File: src/rtl/bin2bcd_seq_pkg.sv
// Shared BCD constants and elaboration helpers for the binary-to-BCD converter
// and the display blocks it feeds.
package bin2bcd_seq_pkg;

  localparam int         BCD_DIGIT_W = 4;
  localparam logic [3:0] BCD_NINE    = 4'h9;
  localparam logic [3:0] BCD_ADJ_MIN = 4'd5;
  localparam logic [3:0] BCD_ADJ_ADD = 4'd3;

  // 10^n as a 64-bit constant; used to fold the overflow limit at elaboration.
  function automatic logic [63:0] pow10(input int n);
    logic [63:0] r;
    r = 64'd1;
    for (int i = 0; i < n; i++) begin
      r = r * 64'd10;
    end
    return r;
  endfunction

endpackage

File: src/rtl/bin2bcd_seq_dabble_digit.sv
// One double-dabble digit correction: a BCD digit of 5 or more gets +3 so the
// following left shift carries correctly into the next digit. Purely combinational.
module bcd_dabble_digit
  import bin2bcd_seq_pkg::*;
(
  input  logic [BCD_DIGIT_W-1:0] dig_i,
  output logic [BCD_DIGIT_W-1:0] dig_o
);

  always_comb begin
    dig_o = dig_i;
    if (dig_i >= BCD_ADJ_MIN) begin
      dig_o = dig_i + BCD_ADJ_ADD;
    end
  end

endmodule

File: src/rtl/bin2bcd_seq.sv
// Sequential shift-add-3 binary-to-BCD converter, one input bit per clock;
// the BCD result is registered and held between conversions, saturating to all nines.
module bin2bcd_seq
  import bin2bcd_seq_pkg::*;
#(
  parameter int BIN_W   = 14,
  parameter int DIS_NUM = 4
) (
  input  logic                           clk_i,
  input  logic                           i_rst_n,
  input  logic                           i_start,
  input  logic [BIN_W-1:0]               i_bin,
  output logic                           o_busy,
  output logic                           o_done,
  output logic [DIS_NUM*BCD_DIGIT_W-1:0] o_bcd_data,
  output logic                           o_overflow
);

  localparam int               BCD_W    = DIS_NUM * BCD_DIGIT_W;
  localparam int               CNT_W    = $clog2(BIN_W + 1);
  localparam logic [CNT_W-1:0] LAST_CNT = CNT_W'(BIN_W - 1);
  localparam logic [63:0]      LIMIT    = pow10(DIS_NUM);

  typedef enum logic {
    ST_IDLE  = 1'b0,
    ST_SHIFT = 1'b1
  } state_e;

  state_e            state_q, state_d;
  logic [BIN_W-1:0]  shreg_q, shreg_d;
  logic [BCD_W-1:0]  scratch_q, scratch_d;
  logic [CNT_W-1:0]  cnt_q, cnt_d;
  logic              ovf_pend_q, ovf_pend_d;
  logic              busy_q, busy_d;
  logic              done_q, done_d;
  logic [BCD_W-1:0]  bcd_q, bcd_d;
  logic              ovf_q, ovf_d;

  logic [BCD_W-1:0]  scratch_adj;
  logic [BCD_W-1:0]  scratch_shifted;
  logic [63:0]       bin_ext;

  for (genvar g = 0; g < DIS_NUM; g++) begin : g_digit
    bcd_dabble_digit u_digit (
      .dig_i (scratch_q  [g*BCD_DIGIT_W +: BCD_DIGIT_W]),
      .dig_o (scratch_adj[g*BCD_DIGIT_W +: BCD_DIGIT_W])
    );
  end

  // When 2^BIN_W <= 10^DIS_NUM this compare is constant false and folds away.
  assign bin_ext         = 64'(i_bin);
  assign scratch_shifted = {scratch_adj[BCD_W-2:0], shreg_q[BIN_W-1]};

  always_comb begin
    state_d    = state_q;
    shreg_d    = shreg_q;
    scratch_d  = scratch_q;
    cnt_d      = cnt_q;
    ovf_pend_d = ovf_pend_q;
    busy_d     = busy_q;
    done_d     = 1'b0;
    bcd_d      = bcd_q;
    ovf_d      = ovf_q;

    case (state_q)
      ST_IDLE: begin
        if (i_start) begin
          state_d    = ST_SHIFT;
          shreg_d    = i_bin;
          scratch_d  = '0;
          cnt_d      = '0;
          ovf_pend_d = (bin_ext >= LIMIT);
          busy_d     = 1'b1;
        end
      end
      ST_SHIFT: begin
        scratch_d = scratch_shifted;
        shreg_d   = shreg_q << 1;
        cnt_d     = cnt_q + CNT_W'(1);
        // The last shift publishes its own post-shift scratch in the same edge.
        if (cnt_q == LAST_CNT) begin
          state_d = ST_IDLE;
          busy_d  = 1'b0;
          done_d  = 1'b1;
          ovf_d   = ovf_pend_q;
          bcd_d   = ovf_pend_q ? {DIS_NUM{BCD_NINE}} : scratch_shifted;
        end
      end
      default: begin
        state_d = ST_IDLE;
      end
    endcase
  end

  always_ff @(posedge clk_i or negedge i_rst_n) begin
    if (!i_rst_n) begin
      state_q    <= ST_IDLE;
      shreg_q    <= '0;
      scratch_q  <= '0;
      cnt_q      <= '0;
      ovf_pend_q <= 1'b0;
      busy_q     <= 1'b0;
      done_q     <= 1'b0;
      bcd_q      <= '0;
      ovf_q      <= 1'b0;
    end else begin
      state_q    <= state_d;
      shreg_q    <= shreg_d;
      scratch_q  <= scratch_d;
      cnt_q      <= cnt_d;
      ovf_pend_q <= ovf_pend_d;
      busy_q     <= busy_d;
      done_q     <= done_d;
      bcd_q      <= bcd_d;
      ovf_q      <= ovf_d;
    end
  end

  assign o_busy     = busy_q;
  assign o_done     = done_q;
  assign o_bcd_data = bcd_q;
  assign o_overflow = ovf_q;

endmodule

File: config.mk
export PLATFORM = sky130hd
export DESIGN_NAME = bin2bcd_seq
export DESIGN_NICKNAME = d
export VERILOG_FILES = /design/src/rtl/bin2bcd_seq_pkg.sv /design/src/rtl/bin2bcd_seq_dabble_digit.sv /design/src/rtl/bin2bcd_seq.sv
export SDC_FILE = /design/constraint.sdc
export NUM_CORES = 1
export LEC_CHECK = 0
export BUFFER_PORTS_ARGS = -buffer_cell sky130_fd_sc_hd__buf_2
export CAP_MARGIN = 20
export CORE_MARGIN = 2
export CORE_UTILIZATION = 51
export DETAILED_ROUTE_END_ITERATION = 7
export PLACE_DENSITY = 0.75
export SLEW_MARGIN = 30
export SYNTH_ARGS = -nofsm -noshare
export SYNTH_HDL_FRONTEND = slang
export SYNTH_SLANG_ARGS = --single-unit
File: constraint.sdc
create_clock -name clk_i -period 1.5 [get_ports clk_i]
set_clock_uncertainty 0.1 [all_clocks]
set_input_delay 0.45 -clock clk_i [delete_from_list [all_inputs] [get_ports clk_i]]
set_output_delay 0.45 -clock clk_i [all_outputs]
set_load 0.01 [all_outputs]
Yosys cells after proc, flatten, opt, wreduce, memory -nomap -nowiden
Index checks and enable logic that the tools add are counted.
{"block": "totals", "ff_bits": 55, "latch_bits": 0, "mem_bits_rw": 0, "mem_bits_ro": 0, "input_bits": 17, "wordCells": 45, "memories": 0}
{"block": "op_classes", "addsub": 5, "n_mul": 0, "div_mod_pow": 0, "n_lt_le_gt_ge": 5, "n_eq_ne": 3, "shift": 0, "muxes": 19, "n_bitwise": 1, "reduce_logical": 3}
{"operator": "16-bit two-way mux", "count": 2}
{"operator": "16-bit case mux with 2 select lines", "count": 1}
{"operator": "14-bit case mux with 2 select lines", "count": 1}
{"operator": "4-bit by 3-bit greater-or-equal comparator with 1-bit output (second input constant)", "count": 4}
{"operator": "4-bit two-way mux", "count": 4}
{"operator": "14-bit greater-or-equal comparator (second input constant)", "count": 1}
{"operator": "14-bit two-way mux", "count": 1}
{"operator": "4-bit by 2-bit adder with 4-bit output (second input constant)", "count": 3}
{"operator": "4-bit case mux with 2 select lines", "count": 1}
{"operator": "1-bit two-way mux", "count": 6}
{"operator": "2-bit AND reduction", "count": 3}
{"operator": "4-bit by 1-bit adder with 4-bit output (second input constant)", "count": 1}
{"operator": "4-bit == test (second input constant)", "count": 1}
{"operator": "1-bit case mux with 2 select lines", "count": 2}
{"operator": "3-bit by 2-bit adder with 3-bit output (second input constant)", "count": 1}
{"operator": "3-bit two-way mux", "count": 1}
{"operator": "2-bit by 1-bit != test with 1-bit output (second input constant)", "count": 1}
{"operator": "2-bit != test (second input constant)", "count": 1}
{"operator": "1-bit inverter", "count": 1}

Depth between registers and ports, before layout
Gate-level depths: netlist of run 1.
{"block": "depth", "word_depth": 3, "depth_mapped": 7}

Cells and area by module
From an unflattened synthesis of run 1, not the netlist that was laid out.
{"block": "unflattened", "hier_cells": 270, "hier_area_um2": 2703.8}
{"mod": "bin2bcd_seq", "instances": 1, "cells_per_inst": 206, "area_each_um2": 2298.5, "seq_area_each_um2": 1376.3}
{"mod": "bcd_dabble_digit", "instances": 4, "cells_per_inst": 16, "area_each_um2": 101.3, "seq_area_each_um2": 0.0}

Least setup slack after synthesis of run 1
OpenSTA, ideal clock, no wires.
{"block": "synth_timing", "path_kind": "register to register", "from": "register scratch_q[4]", "to": "register bcd_q[6] (netlist: o_bcd_data[6])", "t_arrival_ns": 1.283, "setup_slack_ns": 0.052, "stages_incl_launch_ff": 6, "path_buffers": 0, "period_less_slack_ns": 1.448, "cell_sequence": "dfrtp_1 > ha_1 > nand2b_1 > a21oi_2 > mux2i_1 > a22o_1"}
{"block": "synth_between", "elab_chain_len": 3, "word_cells_on_any_way": 4, "cone_classes": "add/sub: 1; order compare: 1; mux: 2"}
{"item": "from (decl)", "line": "bin2bcd_seq.sv:31", "text": "logic [BCD_W-1:0] scratch_q, scratch_d;"}
{"item": "from (signal assigned)", "line": "bin2bcd_seq.sv:109", "text": "scratch_q <= scratch_d;"}
{"item": "4-bit by 2-bit adder with 4-bit output or 4-bit by 3-bit greater-or-equal comparator with 1-bit output (tied branches)", "line": "bin2bcd_seq_dabble_digit.sv:13, bin2bcd_seq_dabble_digit.sv:12"}
{"item": "4-bit two-way mux (*)", "line": "bin2bcd_seq_dabble_digit.sv:12", "text": "if (dig_i >= BCD_ADJ_MIN) begin"}
{"item": "16-bit two-way mux (*)", "line": "bin2bcd_seq.sv:86", "text": "bcd_d = ovf_pend_q ? {DIS_NUM{BCD_NINE}} : scratch_shifted;"}
{"item": "to (signal assigned)", "line": "bin2bcd_seq.sv:104", "text": "bcd_q <= '0;"}
{"item": "to (signal assigned)", "line": "bin2bcd_seq.sv:114", "text": "bcd_q <= bcd_d;"}
{"item": "to (decl)", "line": "bin2bcd_seq.sv:36", "text": "logic [BCD_W-1:0] bcd_q, bcd_d;"}
Mark *: on every way between the ends. The rest lies on a longest branch, timed or not.
A chain may end at the register's enable or synchronous reset.

Worst setup path in the final report of run 1
{"block": "layout_timing", "from": "register scratch_q[12]", "to": "register bcd_q[14] (netlist: o_bcd_data[14])"}
{"block": "layout_between", "elab_chain_len": 3, "word_cells_on_any_way": 4, "cone_classes": "add/sub: 1; order compare: 1; mux: 2"}
{"item": "4-bit by 3-bit greater-or-equal comparator with 1-bit output or 3-bit by 2-bit adder with 3-bit output (tied branches)", "line": "bin2bcd_seq_dabble_digit.sv:12, bin2bcd_seq_dabble_digit.sv:13"}
{"item": "3-bit two-way mux (*)", "line": "bin2bcd_seq_dabble_digit.sv:12"}
{"item": "16-bit two-way mux (*)", "line": "bin2bcd_seq.sv:86"}
Marked as above.

==> run summary, run 1 <==
Result of the run: complete, but fails checks
Violated checks: setup timing
Sum of internal, switching and leakage power: 7.191 mW
Cell-by-cell listing of the critical path: ha_2 -> nand2b_4 -> a21oi_4 -> mux2i_2 -> a22o_1
Last weighted congestion value of the routability-driven placer: 0.7354
Net count reported at finish: 329
Number of logic stages on the critical path including buffering: 5
Worst slew margin relative to its limit: 77.54%
Die Footprint: 5879 um2
WP buf/inv: 0
Number of warning messages in the yosys log: 0
Leakage: 1.623 nW
Dpl hpwl: 3440 um
Antenna fix cells: 0
RSZ-0062 raised after global routing: true
Summed instance area of the synthesized netlist: 2694 um2
Maximum number of pins on one net before global-route repair: 40
Reg area: 1378 um2
Clock latency on the worst-skew pair: 0.30 ns
Global route total overflow: 0
Number of design rule violations left after detail routing: 0
Tightest Hold Check Type: input port to async pin
Cts-stage hold buffer count: 0
Overall fraction of global-route tracks in use: 18.50%
Final slew viol count: 0
Cell at the root of the clock tree: clkbuf_8
# clock sinks: 55
Kind of end point of the critical path: flop
Synthesized area per cell: 10.86 um2
Top Family by Delay on Critical Path: flip-flops
Area growth from synthesis to final layout: 25.55%
Launching element of the worst setup path: scratch_q[12]$_DFFE_PN0P_
Max incr delay on CP: 0.43 ns
Combinational power share: 50.8%
Antenna violations before repair: 0
Critical-path maximum fanout: 3
Cts bufs inserted: 5
Clock transition at path regs: 0.10 ns
Post-layout min period: 1.513 ns
Initial standard-cell utilization of the core: 52.74%
Horizontal extent of the die: 76.68 um
H-tree depth: 2
Area of combinational cells with multiple inputs: 1346 um2
Port buffer count: 35
Share of power burned in the clock network: 11.9%
Detailed-route wire length per cell: 14.32 um
Sort of element at the start of the critical path: flop
Number of rows in the core area: 26
Clock tree buffer depth: 2
Post-synthesis cell count: 248
Sequential Power Share: 37.3%
Proportion of synthesized flip-flops having asynchronous set or reset: 100.0%
Total wire length after detailed routing: 5342 um
Number of enable-type register cells in the synthesized netlist: 0
Fill cell instance count of the final layout: 418
Iter 0 DRT Violations: 77
Synth Net Count: 275
Vias per cell: 5.359
Sequential share of the synthesized area: 51.09%
Required arrival time at the worst endpoint: 1.65 ns
Net switching power of the design: 2.768 mW
Wire length of the first global-routing pass: 8887 um
Leading cell type in the layout, fill and taps excluded: dfrtp_1
Critical setup path kind: flop to flop
Worst setup margin: -0.01345 ns
Top library cells by usage in the layout, fill and taps aside: 54 x dfrtp_1, 35 x buf_2, 22 x mux2i_1
Yosys reg bits: 55
# placed instances: 360
Final core utilization: 66.22%
Hold slack final: 0.01782 ns
Cell count of the worst reg-to-reg path: 5
Number of failing hold endpoints at the final stage: 0
Number of detailed-routing iterations run before antenna repair: 5
R2R Path Start: scratch_q[12]$_DFFE_PN0P_
Highest Clock Rate: 660.7 MHz
Final std cells w/o fill: 373
Final period utilization: 100.9%
Fraction of power spent switching nets: 38.49%
Std-Cell Core Area: 5107 um2
Total via count in the routed design: 1999
Slowest stage cell, crit path: dfrtp_1
Peak supply drop: 0.8153 mV
Data arrival, critical path: 1.66 ns
Power density cells: 2126 nW/um2
Flip-flop cell with the highest count after synthesis: dfrtp_1
Count of cell types in the netlist: 31
I/O pin total: 36
Internal power of the cells: 4.423 mW
Worst-margin pin slew: 0.3338 ns
Count of antenna-violating nets left after detailed routing: 0
Die outline height: 76.68 um
Fraction of layout instances using a drive strength above 1: 35.31%
Count of maximum capacitance violations: 0
TritonCTS clock tree: yes
Number of global-route vias before repair: 1971
Total setup violations reported at the end of the flow: 2
-- timing repair --
| item | CTS | global route |
|---|---|---|
| pin swaps | 8 | 12 |
| gates resized for setup | 11 | 32 |
| setup endpoints to repair | 11 | 27 |
| buffers inserted | 0 | 5 |
| endpoints found under the hold margin | 0 | 0 |
-- sequential cells by signal (all words and copies together), names as in the netlist --
name / cells
o_bcd_data: 16
scratch_q: 16
shreg_q: 14
cnt_q: 4
o_busy: 1
o_done: 1
o_overflow: 1
ovf_pend_q: 1
state_q: 1
-- routing by layer --
metal / share of wire, % / up-vias / global-route usage [%]
met5: 0 / - / 0
met4: 0.36 / 0 / 4.909
met3: 3.2 / 2 / 3.647
met2: 50 / 42 / 30.88
met1: 46 / 990 / 24.78
li1: - / 965 / -
-- power groups by stage --
stage | Clock [mW] | Sequential, mW | Combinational, mW
final | 0.856 | 2.68 | 3.65
after global routing | 0.938 | 2.77 | 4.06
after CTS | 0.864 | 2.63 | 3.18
after detailed placement | 0 | 2.63 | 3.01
after global placement | 0 | 2.61 | 2.89
after floorplan | 0 | 2.66 | 2.00
-- metrics by stage --
stage          setup TNS [ns]  setup slack [ns]  area (um2)
3_5_place_dp          -0.2161           -0.1200        3070
5_1_grt               -0.6689           -0.1002        3382
2_1_floorplan               0           0.05169        2694
3_3_place_gp         -0.09734          -0.08430        3070
4_1_cts                     0          0.006600        3221
6_report             -0.01534          -0.01345        3382
-- Yosys cell counts, types with 5 or more instances --
| master | count | area, um2 |
|---|---|---|
| a21oi_1 | 15 | 75.07 |
| dfrtp_1 | 55 | 1376 |
| nor3b_1 | 11 | 82.58 |
| ha_1 | 10 | 125.1 |
| mux2i_1 | 26 | 260.3 |
| a22o_1 | 7 | 61.31 |
| inv_1 | 11 | 41.29 |
| buf_2 | 7 | 35.03 |
| nand2b_1 | 14 | 87.58 |
| nor2_1 | 11 | 41.29 |
| xnor2_1 | 5 | 43.79 |
| a21o_1 | 7 | 52.55 |
| nand2_1 | 19 | 71.32 |
| o21ai_0 | 20 | 100.1 |
-- final cells by class --
cell class | instances | area share, %
clock buffers | 7 | 2.553
clock inverters | 1 | 0.2590
inverters | 12 | 1.406
multi-input cells | 167 | 39.81
repair buffers | 61 | 12.65
flip-flops and latches | 55 | 40.73
well taps | 70 | 2.590
-- worst paths after layout --
path	to	slack [ns]
worst max register to register	o_bcd_data[14]$_DFFE_PN0P_	-0.01
max in group asynchronous	state_q$_DFF_PN0_	1.08
worst min-delay path	o_done$_DFF_PN0_	0.02
worst max-delay path	o_bcd_data[14]$_DFFE_PN0P_	-0.01
worst min register to register	o_bcd_data[0]$_DFFE_PN0P_	0.38
min in group clk_i	shreg_q[0]$_DFFE_PN0P_	0.29
-- kinds of logic after synthesis --
group                    synth area share, %
AND/OR/NAND/NOR                        13.56
AO/OA/AOI/OAI                          13.89
flip-flops                             51.09
buffers and inverters                  5.202
multiplexers                           9.661
adder cells (fa/ha/maj)                4.645
XOR/XNOR                               1.951
Note: power is estimated with default switching activity, not from simulation.
==> run 2, diff against run 1 <==
==> constraint.sdc (replaced) <==
create_clock -name clk_i -period 1.5 [get_ports clk_i]
set_clock_uncertainty 0.1 [all_clocks]
set_input_delay 0.3 -clock clk_i [delete_from_list [all_inputs] [get_ports clk_i]]
set_output_delay 0.3 -clock clk_i [all_outputs]
set_load 0.01 [all_outputs]
==> run 2 against run 1 <==
The run still ends with setup timing left. Core utilization up 0.74 points. Flip-flop and latch count unchanged. Global-route usage up 0.60 points. Die area unchanged.
==> run summary, run 2 (same netlist as run 1, synthesis figures left out) <==
Global route total overflow: 0 (unchanged)
Die outline height: 76.68 um (unchanged)
Critical setup path kind: flop to flop (unchanged)
Cell at the root of the clock tree: clkbuf_8 (unchanged)
Die Footprint: 5879 um2 (unchanged)
Final core utilization: 66.95% (was 66.22%)
Total wire length after detailed routing: 5349 um (was 5342 um)
Flop-to-flop setup slack: -0.01 ns (about the same)
Cts bufs inserted: 5 (unchanged)
Critical-path maximum fanout: 4 (was 3)
Reg area: 1378 um2 (unchanged)
RSZ-0062 raised after global routing: true (unchanged)
Highest Clock Rate: 661.0 MHz (was 660.7 MHz)
Top Family by Delay on Critical Path: flip-flops (unchanged)
Worst slew margin relative to its limit: 77.51% (was 77.54%)
Power density cells: 2111 nW/um2 (was 2126 nW/um2)
Worst flop-to-flop path endpoint: o_bcd_data[6]$_DFFE_PN0P_ (was o_bcd_data[14]$_DFFE_PN0P_)
Fill cell instance count of the final layout: 415 (was 418)
Fraction of layout instances using a drive strength above 1: 33.22% (was 35.31%)
Horizontal extent of the die: 76.68 um (unchanged)
Count of maximum capacitance violations: 0 (unchanged)
Antenna violations before repair: 0 (unchanged)
Post-layout min period: 1.513 ns (about the same)
Antenna fix cells: 0 (unchanged)
WP buf/inv: 0 (unchanged)
Worst setup margin: -0.01286 ns (was -0.01345 ns)
Kind of end point of the critical path: flop (unchanged)
Last weighted congestion value of the routability-driven placer: 0.7727 (was 0.7354)
Wire length of the first global-routing pass: 9039 um (was 8887 um)
Sort of element at the start of the critical path: flop (unchanged)
Total setup violations reported at the end of the flow: 2 (unchanged)
Data arrival, critical path: 1.66 ns (about the same)
Number of rows in the core area: 26 (unchanged)
Detailed-route wire length per cell: 14.30 um (was 14.32 um)
Count of antenna-violating nets left after detailed routing: 0 (unchanged)
H-tree depth: 2 (unchanged)
Number of global-route vias before repair: 1994 (was 1971)
Required arrival time at the worst endpoint: 1.64 ns (was 1.65 ns)
Leading cell type in the layout, fill and taps excluded: dfrtp_1 (unchanged)
Area of combinational cells with multiple inputs: 1344 um2 (was 1346 um2)
Cell count of the worst reg-to-reg path: 5 (unchanged)
Max incr delay on CP: 0.42 ns (was 0.43 ns)
Vias per cell: 5.163 (was 5.359)
Number of failing hold endpoints at the final stage: 0 (unchanged)
Result of the run: complete, but fails checks (unchanged)
Number of cells on the worst hold path: 3
TritonCTS clock tree: yes (unchanged)
Hold slack final: 0.1339 ns (was 0.01782 ns)
Clock tree buffer depth: 2 (unchanged)
Final period utilization: 100.9% (about the same)
Net count reported at finish: 330 (was 329)
Peak supply drop: 0.7903 mV (was 0.8153 mV)
Port buffer count: 35 (unchanged)
Number of design rule violations left after detail routing: 0 (unchanged)
Leakage: 1.645 nW (was 1.623 nW)
Area growth from synthesis to final layout: 26.94% (was 25.55%)
Clock transition at path regs: 0.09 ns (was 0.10 ns)
# clock sinks: 55 (unchanged)
Number of detailed-routing iterations run before antenna repair: 4 (was 5)
Std-Cell Core Area: 5107 um2 (unchanged)
Worst-margin pin slew: 0.3342 ns (was 0.3338 ns)
Maximum number of pins on one net before global-route repair: 61 (was 40)
Sink of the worst hold path: shreg_q[0]$_DFFE_PN0P_
Violated checks: setup timing (unchanged)
Iter 0 DRT Violations: 87 (was 77)
Overall fraction of global-route tracks in use: 19.09% (was 18.50%)
Final slew viol count: 0 (unchanged)
Slowest stage cell, crit path: dfrtp_1 (unchanged)
Cell-by-cell listing of the critical path: ha_2 -> nand2b_4 -> a21oi_4 -> mux2i_2 -> a22o_1 (unchanged)
Top library cells by usage in the layout, fill and taps aside: 54 x dfrtp_1, 35 x buf_2, 23 x mux2i_1 (was 54 x dfrtp_1, 35 x buf_2, 22 x mux2i_1)
Total via count in the routed design: 1931 (was 1999)
I/O pin total: 36 (unchanged)
Clock latency on the worst-skew pair: 0.30 ns (about the same)
Dpl hpwl: 3353 um (was 3440 um)
Startpoint of the worst hold path: i_bin[0]
Initial standard-cell utilization of the core: 52.74% (unchanged)
Tightest Hold Check Type: input port to flop (was input port to async pin)
R2R Path Start: scratch_q[4]$_DFFE_PN0P_ (was scratch_q[12]$_DFFE_PN0P_)
==> run 2: cell count changes in the layout (fill, tap and decap cells not counted), moves of 2 or more <==
cell | before | now
buf_4 | 20 | 18
inv_1 | 3 | 6
buf_12 | 4 | 6
inv_2 | 8 | 5
==> run 2: cell type report <==
cell class / count / share of cell area, %
Sequential cell: 55 / 40.29
Multi-Input combinational cell: 167 / 39.30
Clock buffer: 8 / 2.927
Tap cell: 70 / 2.561
Inverter: 12 / 1.390
Timing Repair Buffer: 62 / 13.54
==> run 2: stage by stage <==
step	setup TNS (ns)	power [mW]	cells	worst slack, ns	cell area, um2
6_report	-0.02102	7.218	374	-0.01286	3420
3_5_place_dp	-0.7000	5.590	354	-0.06705	3038
2_1_floorplan	0	4.655	248	0.05169	2694
4_1_cts	-0.01041	6.912	372	-0.01041	3308
5_1_grt	-0.7057	7.814	374	-0.09054	3420
3_3_place_gp	-0.06115	5.467	354	-0.03762	3038
==> run 2: worst max-delay path by stage <==
stage | from | to | slack [ns] | cells past startpoint
2_1_floorplan | scratch_q[4]$_DFFE_PN0P_ | o_bcd_data[6]$_DFFE_PN0P_ | 0.05 | 5
5_1_grt | scratch_q[4]$_DFFE_PN0P_ | o_bcd_data[6]$_DFFE_PN0P_ | -0.09 | 6
3_5_place_dp | cnt_q[1]$_DFFE_PN0P_ | o_bcd_data[12]$_DFFE_PN0P_ | -0.07 | 6
3_3_place_gp | scratch_q[4]$_DFFE_PN0P_ | o_bcd_data[6]$_DFFE_PN0P_ | -0.04 | 5
6_report | scratch_q[4]$_DFFE_PN0P_ | o_bcd_data[6]$_DFFE_PN0P_ | -0.01 | 5
4_1_cts | scratch_q[4]$_DFFE_PN0P_ | o_bcd_data[6]$_DFFE_PN0P_ | -0.01 | 6
==> run 2: power breakdown <==
part	switching [mW]	total (mW)	internal [mW]
registers	0.545	2.68	2.14
clock network	0.456	0.878	0.422
logic	1.72	3.66	1.94
==> run 2: routing by layer <==
| metal | global-route usage [%] | part of all wire (%) | up-vias |
|---|---|---|---|
| met5 | 0 | 0 | - |
| met4 | 6.182 | 1.3 | 0 |
| met3 | 3.882 | 2.8 | 9 |
| met2 | 32.63 | 52 | 31 |
| met1 | 24.32 | 44 | 930 |
| li1 | - | - | 961 |
==> run 2: timing repair <==
action / CTS / global route
hold buffers: 1 / 0
endpoints found under the setup margin: 22 / 17
resized for setup: 19 / 18
setup buffers: 9 / 2
pin swaps: 11 / 12
hold endpoints to repair: 55 / 0
==> run 2: tightest hold or removal path: cells and delay by family <==
| kind | cells | cell delay [ns] |
|---|---|---|
| simple gates | 1 | 0.08 |
| buf+inv | 1 | 0.07 |
| mux | 1 | 0.05 |
==> run 3, diff against run 2 <==
--- a/config.mk
+++ b/config.mk
@@ -7,10 +7,12 @@
 export LEC_CHECK = 0
 export BUFFER_PORTS_ARGS = -buffer_cell sky130_fd_sc_hd__buf_2
 export CAP_MARGIN = 20
+export CORE_ASPECT_RATIO = 1.25
 export CORE_MARGIN = 2
 export CORE_UTILIZATION = 51
 export DETAILED_ROUTE_END_ITERATION = 7
 export PLACE_DENSITY = 0.75
+export REMOVE_ABC_BUFFERS = 1
 export SLEW_MARGIN = 30
 export SYNTH_ARGS = -nofsm -noshare
 export SYNTH_HDL_FRONTEND = slang
==> run 3 against run 2 <==
Die area is essentially flat. Sequential share of layout area is essentially flat. Wire length up 3.3%. Core utilization is 0.46 points higher. The run still ends with setup timing left. Total power up 1.6%. Final cell count is 0.80% lower. Critical path depth unchanged. Largest cell class unchanged. Critical path type unchanged. Setup slack worse by 0.033 ns. Global-route usage up 0.84 points. Via count increased by 3.4%. Combinational power is 1% higher.
==> run summary, run 3 (same netlist as run 1, synthesis figures left out) <==
Number of cells on the worst hold path: 3 (unchanged)
Count of antenna-violating nets left after detailed routing: 0 (unchanged)
Startpoint of the worst hold path: i_bin[0] (unchanged)
Cell count of the worst reg-to-reg path: 5 (unchanged)
Final std cells w/o fill: 371 (was 374)
Number of failing hold endpoints at the final stage: 0 (unchanged)
Clock transition at path regs: 0.09 ns (about the same)
Cell-by-cell listing of the critical path: ha_2 -> nand2b_4 -> a21oi_4 -> mux2i_1 -> a22o_1 (was ha_2 -> nand2b_4 -> a21oi_4 -> mux2i_2 -> a22o_1)
Clock tree buffer depth: 2 (unchanged)
H-tree depth: 2 (unchanged)
Cts bufs inserted: 5 (unchanged)
Flop-to-flop setup slack: -0.05 ns (was -0.01 ns)
Area growth from synthesis to final layout: 27.12% (was 26.94%)
Number of design rule violations left after detail routing: 0 (unchanged)
Number of global-route vias before repair: 1957 (was 1994)
Detailed-route wire length per cell: 14.89 um (was 14.30 um)
Fill cell instance count of the final layout: 386 (was 415)
Leakage: 1.661 nW (was 1.645 nW)
Number of rows in the core area: 29 (was 26)
Critical setup path kind: flop to flop (unchanged)
Total setup violations reported at the end of the flow: 3 (was 2)
R2R Path Start: scratch_q[4]$_DFFE_PN0P_ (unchanged)
Power density cells: 2142 nW/um2 (was 2111 nW/um2)
Die Footprint: 5883 um2 (was 5879 um2)
Overall fraction of global-route tracks in use: 19.93% (was 19.09%)
Antenna fix cells: 0 (unchanged)
WP buf/inv: 0 (unchanged)
Vias per cell: 5.383 (was 5.163)
Setup Slack @ Placement: -0.1334 ns (was -0.06705 ns)
Die outline height: 85.26 um (was 76.68 um)
TritonCTS clock tree: yes (unchanged)
Kind of end point of the critical path: flop (unchanged)
Final period utilization: 103.0% (was 100.9%)
TNS Setup: -0.08679 ns (was -0.02102 ns)
Total wire length after detailed routing: 5523 um (was 5349 um)
Number of detailed-routing iterations run before antenna repair: 4 (unchanged)
Critical-path maximum fanout: 4 (unchanged)
I/O pin total: 36 (unchanged)
Slowest stage cell, crit path: dfrtp_1 (unchanged)
Final slew viol count: 0 (unchanged)
Worst setup margin: -0.04542 ns (was -0.01286 ns)
Highest Clock Rate: 647.1 MHz (was 661.0 MHz)
Sink of the worst hold path: shreg_q[0]$_DFFE_PN0P_ (unchanged)
Post-layout min period: 1.545 ns (was 1.513 ns)
Peak supply drop: 1.049 mV (was 0.7903 mV)
Number of logic stages on the critical path including buffering: 5 (unchanged)
Std-Cell Core Area: 5080 um2 (was 5107 um2)
Final core utilization: 67.41% (was 66.95%)
Worst-margin pin slew: 0.3821 ns (was 0.3342 ns)
Violated checks: setup timing (unchanged)
Cell at the root of the clock tree: clkbuf_8 (unchanged)
Worst slew margin relative to its limit: 74.26% (was 77.51%)
Wire length of the first global-routing pass: 9301 um (was 9039 um)
Result of the run: complete, but fails checks (unchanged)
# placed instances: 351 (was 354)
Antenna violations before repair: 0 (unchanged)
Top Family by Delay on Critical Path: flip-flops (unchanged)
Data arrival, critical path: 1.70 ns (was 1.66 ns)
Iter 0 DRT Violations: 112 (was 87)
Tightest Hold Check Type: input port to flop (unchanged)
Maximum number of pins on one net before global-route repair: 56 (was 61)
Global route total overflow: 0 (unchanged)
Top library cells by usage in the layout, fill and taps aside: 53 x dfrtp_1, 35 x buf_2, 27 x buf_4 (was 54 x dfrtp_1, 35 x buf_2, 23 x mux2i_1)
Last weighted congestion value of the routability-driven placer: 0.7533 (was 0.7727)
Fraction of layout instances using a drive strength above 1: 36.57% (was 33.22%)
Required arrival time at the worst endpoint: 1.65 ns (was 1.64 ns)
Dpl hpwl: 3415 um (was 3353 um)
RSZ-0062 raised after global routing: true (unchanged)
Port buffer count: 35 (unchanged)
Area of combinational cells with multiple inputs: 1373 um2 (was 1344 um2)
Count of maximum capacitance violations: 0 (unchanged)
# clock sinks: 55 (unchanged)
Sum of internal, switching and leakage power: 7.334 mW (was 7.218 mW)
Clock latency on the worst-skew pair: 0.31 ns (was 0.30 ns)
Leading cell type in the layout, fill and taps excluded: dfrtp_1 (unchanged)
Worst flop-to-flop path endpoint: o_bcd_data[6]$_DFFE_PN0P_ (unchanged)
Initial standard-cell utilization of the core: 53.03% (was 52.74%)
Net count reported at finish: 335 (was 330)
Reg area: 1379 um2 (was 1378 um2)
Sort of element at the start of the critical path: flop (unchanged)
Total via count in the routed design: 1997 (was 1931)
Horizontal extent of the die: 69.01 um (was 76.68 um)
Max incr delay on CP: 0.43 ns (was 0.42 ns)
-- run 3: cell count changes in the layout (fill, tap and decap cells not counted), sizes merged --
| cell | delta |
|---|---|
| nand4 | +1 |
| buf | +4 |
-- run 3: worst register-to-register path, delay by kind of cell, from the launching register on --
| kind | cells | cell delay [ns] |
|---|---|---|
| adders and majority gates | 1 | 0.19 |
| DFF | 1 | 0.43 |
| muxes | 1 | 0.27 |
| AOI/OAI and AO/OA | 2 | 0.35 |
| and+or+nand+nor | 1 | 0.14 |
-- run 3: how the worst max path moves through the flow --
stage                                            end                       from  slack [ns]
after floorplan           o_bcd_data[13]$_DFFE_PN0P_          state_q$_DFF_PN0_       -0.82
after global placement     o_bcd_data[2]$_DFFE_PN0P_       cnt_q[1]$_DFFE_PN0P_       -0.06
after detailed placement   o_bcd_data[4]$_DFFE_PN0P_       cnt_q[1]$_DFFE_PN0P_       -0.13
after CTS                 o_bcd_data[14]$_DFFE_PN0P_  scratch_q[12]$_DFFE_PN0P_       0.002
after global routing       o_bcd_data[6]$_DFFE_PN0P_   scratch_q[4]$_DFFE_PN0P_       -0.08
final                      o_bcd_data[6]$_DFFE_PN0P_   scratch_q[4]$_DFFE_PN0P_       -0.05
-- run 3: final cells by class --
type | instances | share of cell area (%)
Clock buffer | 8 | 2.923
Inverter | 12 | 1.388
Sequential cell | 55 | 40.26
Tap cell | 62 | 2.265
Timing Repair Buffer | 66 | 13.08
Multi-Input combinational cell | 168 | 40.08
-- run 3: power by group --
| part | internal [mW] | switching, mW |
|---|---|---|
| Combinational | 1.95 | 1.76 |
| Sequential | 2.14 | 0.601 |
| Clock | 0.422 | 0.461 |
| Total | 4.51 | 2.82 |
-- run 3: through the flow --
step	cell area [um2]	hold WS [ns]
after CTS	3261	0.1279
after detailed placement	3028	0.2215
final	3425	0.1351
after global routing	3425	0.1796
after floorplan	2599	-0.09559
after global placement	3028	0.2225
-- run 3: what timing repair did --
action	4_1_cts	5_1_grt
endpoints found under the hold margin	55	0
pin swaps	9	15
hold buffers	1	0
resized for setup	15	27
gates cloned	1	0
buffers inserted	5	6
endpoints found under the setup margin	22	25
-- run 3: routing by layer --
metal | share of wire [%] | GRT usage [%] | vias to the layer above | wire [um]
met2 | 49 | 32.78 | 46 | 2698
met5 | 0 | 0 | - | 0
li1 | - | - | 981 | -
met4 | 1.6 | 6.417 | 0 | 88
met1 | 46 | 26.17 | 963 | 2524
met3 | 3.8 | 4.751 | 7 | 212
